<file path="src/rtl/instr_encoder.sv">
// Instruction encoder / program loader.
// Turns symbolic instruction descriptors into 32-bit MIPS words and writes them
// sequentially into instruction memory through an acknowledged write port.
module instr_encoder #(
  parameter int unsigned DEPTH  = 4,
  parameter int unsigned ADDR_W = 12
) (
  input  logic              clk,
  input  logic              rst_n,
  input  logic              start,
  input  logic [ADDR_W-1:0] base_addr,
  input  logic              in_valid,
  output logic              in_ready,
  input  logic [4:0]        in_op,
  input  logic [4:0]        in_rs,
  input  logic [4:0]        in_rt,
  input  logic [4:0]        in_rd,
  input  logic [4:0]        in_shamt,
  input  logic [25:0]       in_imm,
  input  logic              in_last,
  output logic              imem_we,
  output logic [ADDR_W-1:0] imem_addr,
  output logic [31:0]       imem_wdata,
  input  logic              imem_ack,
  output logic              busy,
  output logic              done,
  output logic              err_illegal,
  output logic              err_ovf,
  output logic [ADDR_W-3:0] word_count
);

  localparam int unsigned PW = $clog2(DEPTH);
  localparam logic [PW:0] FullCnt = (PW+1)'(DEPTH);

  typedef struct packed {
    logic [4:0]  op;
    logic [4:0]  rs;
    logic [4:0]  rt;
    logic [4:0]  rd;
    logic [4:0]  shamt;
    logic [25:0] imm;
    logic        last;
  } desc_t;

  typedef enum logic [1:0] {StIdle, StRun, StWrite, StDone} state_t;

  state_t          state;
  desc_t           mem [DEPTH];
  desc_t           head;
  logic [PW-1:0]   wr_ptr, rd_ptr;
  logic [PW:0]     count;
  logic            fifo_empty, fifo_full, push, pop;
  logic            last_q;
  logic [ADDR_W-1:0] addr_next;

  // Encoder intermediates
  logic [5:0]  opc, funct;
  logic        legal, is_i, is_j, is_shift, is_jr, is_lui;
  logic [4:0]  rs_f, rt_f, rd_f, sh_f;
  logic [31:0] enc_word;

  // Low address bits are always treated as zero.
  logic unused_base;
  assign unused_base = ^base_addr[1:0];

  assign fifo_empty = (count == '0);
  assign fifo_full  = (count == FullCnt);
  assign in_ready   = !fifo_full;
  assign push       = in_valid && !fifo_full;
  // Only StRun pops, so a pending write in StWrite blocks the FIFO.
  assign pop        = (state == StRun) && !fifo_empty;
  assign head       = mem[rd_ptr];
  assign busy       = (state != StIdle);
  assign addr_next  = imem_addr + ADDR_W'(4);

  // FIFO storage; no reset needed since count gates every read.
  always_ff @(posedge clk) begin
    if (push) mem[wr_ptr] <= desc_t'{in_op, in_rs, in_rt, in_rd, in_shamt, in_imm, in_last};
  end

  // FIFO pointers and occupancy; reset flushes the queue.
  always_ff @(posedge clk or negedge rst_n) begin
    if (!rst_n) begin
      wr_ptr <= '0;
      rd_ptr <= '0;
      count  <= '0;
    end else begin
      if (push) wr_ptr <= wr_ptr + PW'(1);
      if (pop)  rd_ptr <= rd_ptr + PW'(1);
      if (push && !pop)      count <= count + (PW+1)'(1);
      else if (pop && !push) count <= count - (PW+1)'(1);
    end
  end

  // Mnemonic lookup: opcode, funct and instruction format.
  always_comb begin
    opc   = 6'h00;
    funct = 6'h00;
    legal = 1'b1;
    is_i  = 1'b0;
    is_j  = 1'b0;
    case (head.op)
      5'd0:  funct = 6'h21;
      5'd1:  funct = 6'h20;
      5'd2:  funct = 6'h23;
      5'd3:  funct = 6'h22;
      5'd4:  funct = 6'h2A;
      5'd5:  funct = 6'h00;
      5'd6:  funct = 6'h02;
      5'd7:  funct = 6'h03;
      5'd8:  funct = 6'h24;
      5'd9:  funct = 6'h08;
      5'd10: begin opc = 6'h0D; is_i = 1'b1; end
      5'd11: begin opc = 6'h2B; is_i = 1'b1; end
      5'd12: begin opc = 6'h23; is_i = 1'b1; end
      5'd13: begin opc = 6'h04; is_i = 1'b1; end
      5'd14: begin opc = 6'h05; is_i = 1'b1; end
      5'd15: begin opc = 6'h0F; is_i = 1'b1; end
      5'd16: begin opc = 6'h0A; is_i = 1'b1; end
      5'd17: begin opc = 6'h02; is_j = 1'b1; end
      5'd18: begin opc = 6'h03; is_j = 1'b1; end
      default: legal = 1'b0;
    endcase
  end

  // Field forcing and word assembly.
  always_comb begin
    is_shift = (head.op == 5'd5) || (head.op == 5'd6) || (head.op == 5'd7);
    is_jr    = (head.op == 5'd9);
    is_lui   = (head.op == 5'd15);
    rs_f     = (is_shift || is_lui) ? 5'd0 : head.rs;
    rt_f     = is_jr ? 5'd0 : head.rt;
    rd_f     = is_jr ? 5'd0 : head.rd;
    sh_f     = is_shift ? head.shamt : 5'd0;
    if (is_j)      enc_word = {opc, head.imm};
    else if (is_i) enc_word = {opc, rs_f, rt_f, head.imm[15:0]};
    else           enc_word = {opc, rs_f, rt_f, rd_f, sh_f, funct};
  end

  // Control FSM with registered write-port and status outputs.
  always_ff @(posedge clk or negedge rst_n) begin
    if (!rst_n) begin
      state       <= StIdle;
      imem_we     <= 1'b0;
      imem_addr   <= '0;
      imem_wdata  <= '0;
      done        <= 1'b0;
      err_illegal <= 1'b0;
      err_ovf     <= 1'b0;
      word_count  <= '0;
      last_q      <= 1'b0;
    end else begin
      done <= 1'b0;
      case (state)
        StIdle: begin
          if (start) begin
            state       <= StRun;
            imem_addr   <= {base_addr[ADDR_W-1:2], 2'b00};
            word_count  <= '0;
            err_illegal <= 1'b0;
            err_ovf     <= 1'b0;
          end
        end
        StRun: begin
          if (!fifo_empty) begin
            if (!legal) begin
              err_illegal <= 1'b1;
              if (head.last) begin
                state <= StDone;
                done  <= 1'b1;
              end
            end else begin
              imem_wdata <= enc_word;
              imem_we    <= 1'b1;
              last_q     <= head.last;
              state      <= StWrite;
            end
          end
        end
        StWrite: begin
          if (imem_ack) begin
            imem_we    <= 1'b0;
            imem_addr  <= addr_next;
            word_count <= word_count + (ADDR_W-2)'(1);
            // Address wrap aborts the program; queued entries stay put.
            if (addr_next == '0) begin
              err_ovf <= 1'b1;
              state   <= StIdle;
            end else if (last_q) begin
              state <= StDone;
              done  <= 1'b1;
            end else begin
              state <= StRun;
            end
          end
        end
        StDone:  state <= StIdle;
        default: state <= StIdle;
      endcase
    end
  end

endmodule
</file>
<file path="config.mk">
export PLATFORM = sky130hd
export DESIGN_NAME = instr_encoder
export DESIGN_NICKNAME = d
export VERILOG_FILES = /design/src/rtl/instr_encoder.sv
export SDC_FILE = /design/constraint.sdc
export NUM_CORES = 1
export LEC_CHECK = 0
export ABC_AREA = 1
export CAP_MARGIN = 10
export CORE_ASPECT_RATIO = 1.75
export CORE_UTILIZATION = 41
export CTS_CLUSTER_DIAMETER = 60
export CTS_CLUSTER_SIZE = 10
export DETAILED_ROUTE_END_ITERATION = 16
export PLACE_DENSITY = 0.72
export SLEW_MARGIN = 20
export SYNTH_ARGS = -nofsm -noshare
export SYNTH_HDL_FRONTEND = slang
export SYNTH_SLANG_ARGS = --single-unit
</file>
<file path="constraint.sdc">
create_clock -name clk -period 8.35 [get_ports clk]
set_input_delay 1.2525 -clock clk [delete_from_list [all_inputs] [get_ports clk]]
set_output_delay 1.2525 -clock clk [all_outputs]
set_load 0.03 [all_outputs]
</file>
==> flow_summary.yaml <==
run_status:
  status: "completed"
route:
  drt_first_pass_iters: 5
  wl_per_cell_um: 17.4
  via_count: 8152
  drc: 0
  vias_per_cell: 5.18
  drtIter0Drc: 468
  drt_wl_total_um: 27400
  ant_nets: 0
timing:
  finalSetupTns_ns: 0
  whs_ns: 0.479
  setup_violations: 0
  setup_ws_ns: 4.68
  relSlewSlack_pct: 39.3
  fin_skew_ns: 0.0125
  hold_viol_final: 0
  fin_crit_ns: 3.67
  period_share_pct: 43.9
  worstMarginPinSlew_ns: 0.911
  fmax_ghz: 0.273
  final-max-slew-violation-count: 0
  rsz0062_at_grt: "no"
setup_path:
  critPathTopFamily: "buffers and inverters"
  crit_fanout: 61
  cp.arrival_ns: 4.05
  critical_path_class: "reg -> reg"
  path_cells: "inv_4 > buf_4 > nand2_1 > nand3_1 > nand2_2 > inv_2 > o211ai_2 > nand2_2 > nand2_4 > inv_2 > a31oi_1"
  worstPathRequired_ns: 8.73
  crit_slowest_cell: "inv_2"
  endpoint_kind: "flop"
  slowest_delay_ns: 0.61
  critPathBufInv: 4
  startpoint_type: "flop"
clock_tree:
  clk_latency_ns: 0.55
  clockBufferDepth: 3
  clock_sinks: 273
  root_buffer: "clkbuf_16"
  post-cts-setup-buffers: 0
  ctsResizeCount: 0
  path_clk_slew_ns: 0.06
  cts_made_buffers: 31
  cts_tree: "done"
  htreeDepth: 1
  cts_hold_buf: 0
grt:
  grt_max_degree: 86
  use_met2_pct: 36.0
  grt_use_met3_pct: 3.13
  grtUsageTotal_pct: 19.2
  antenna_found_initial: 4
  met1_usage_pct: 21.2
  grt.overflow.total: 0
  grt_first_pass_wirelength_um: 42900
  grt_busiest_layer: "met2"
  grt_pass1_vias: 8262
yosys:
  synth_edf_count: 208
  synth_seq_cells: 273
  netlist_area_um2: 11700
  synth.largest_area_cell: "edfxtp_1"
  synth.distinct_cells: 50
  yosys.area.top_type_share_pct: 53.5
  synth.avg_cell_area_um2: 11.1
  syn_inst: 1054
  yosysWarningCount: 0
  yosys_most_used_dff: "edfxtp_1"
  synthArstFlopShare_pct: 23.8
  yosysSeqAreaShare_pct: 67.4
  synth.area.top_cells: "edfxtp_1 53%, dfrtp_1 14%, nand2_1 6.0%"
layout:
  layout-drive-gt1-share_pct: 7.44
  flow.area_growth_from_synthesis_pct: 20.9
  final_nets: 1252
worst_hold_path:
  hold_path.class: "reg -> reg"
pwr:
  p_leak_nw: 5.39
  ir_drop_v: 0.000251
  p_per_area_nw_per_um2: 393
die:
  die_x_um: 130
  row_count: 81
  die_h_um: 225
  core-area_um2: 28000
  dieArea_um2: 29200
  start_util_pct: 41.8
  ioPinCount: 129
placed_design:
  dp_slack_ns: 4.69
  detailed_place_hpwl_um: 17000
  io_buffer_count: 123
  place.gp.congestion: 0.846
job:
  cap_violations: 0
## Yosys cell counts (6+ instances only)
cell and n:
clkbuf_1 26, o21ai_0 110, nand3_1 64, a21oi_1 12
nand2_1 187, ha_1 10, a31oi_1 11, edfxtp_1 208
dfrtp_1 65, o22ai_1 46, inv_1 63, buf_2 9
nand4_1 7, nand2_2 15, buf_6 6, buf_4 7
nor2_1 150
## placed cells by master, fill, tap and decap left out, types with 5 or more instances in the layout
cell,n
nand2_2,15
clkdlybuf4s50_1,122
inv_2,5
nand4_1,7
a31oi_1,11
clkbuf_16,31
ha_1,10
inv_1,63
dfrtp_1,64
a21oi_1,12
nand2_1,187
nor3_1,5
nand2_4,5
nor2_1,146
nand3_1,64
buf_4,10
xor2_1,5
o21ai_0,110
nor2_4,7
o22ai_1,46
edfxtp_1,208
clkbuf_1,23
## area by class of cell
type,count,area [um2]
antenna,4,10.0
clock buffer,55,876
clock inverter,2,15.0
fill,2504,13900
inverter,70,265
multi-input combinational,663,3310
sequential,273,7870
tap,373,467
timing repair buffer,133,1300
## routing by layer
layer  wire length (um)  vias up
li1                   -     3897
met1              10100     3930
met2              14700      277
met3               1750       48
met4                798        0
met5                  0        -
## worst register-to-register path: cells and delay by family (launching register included)
kind	cells	cell delay, ns
AOI/OAI and AO/OA	2	0.31
buffers and inverters	4	1.83
DFF	1	0.60
and+or+nand+nor	5	0.76
## power breakdown
part	leakage (nW)	internal, mW	total, mW	switching, mW
Combinational	2.25	0.750	2.36	1.61
Clock	0.425	0.701	1.20	0.500
Sequential	2.72	1.82	1.99	0.172
## kinds of logic after synthesis
kind of cell	after synthesis	share of synthesized area [%]
muxes	2	0.182
DFF	273	67.4
other	1	0.0321
xor gates and xnor gates	8	0.600
buffers and inverters	120	4.58
adders and majority gates	11	1.24
AOI/OAI and AO/OA	195	9.49
and+or+nand+nor	444	16.5
## worst paths after layout
| check | from | cells past startpoint | slack [ns] | end |
|---|---|---|---|---|
| setup / recovery | rd_ptr[0]$_DFFE_PN0P_ | 11 | 4.68 | imem_wdata[16]$_DFFE_PN0P_ |
| hold / removal | imem_wdata[6]$_DFFE_PN0P_ | 2 | 0.48 | imem_wdata[6]$_DFFE_PN0P_ |
| setup reg to reg | rd_ptr[0]$_DFFE_PN0P_ | 11 | 4.68 | imem_wdata[16]$_DFFE_PN0P_ |
| hold reg to reg | imem_wdata[6]$_DFFE_PN0P_ | 2 | 0.48 | imem_wdata[6]$_DFFE_PN0P_ |
| max in group asynchronous | rst_n | 2 | 6.78 | rd_ptr[0]$_DFFE_PN0P_ |
| min in group asynchronous | rst_n | 2 | 0.89 | imem_addr[8]$_DFFE_PN0P_ |
## sequential cells by signal, indices dropped and copies added, names as in the netlist
register and flops:
wr_ptr 2, done 1, rd_ptr 2, imem_wdata 31, err_illegal 1, last_q 1, mem 208, state 2
imem_we 1, word_count 10, count 3, imem_addr 10, err_ovf 1
## metrics by stage
stage          power, mW  std cells  instance area, um2  util (%)
2_1_floorplan       3.67       1056               11700         -
3_3_place_gp        4.33       1512               13200      47.2
3_5_place_dp        4.39       1512               13200      47.2
4_1_cts             5.59       1569               14100      50.4
5_1_grt             5.91       1573               14100      50.5
6_report            5.55       1573               14100      50.5
No activity file was read; power rests on OpenSTA's default activity.
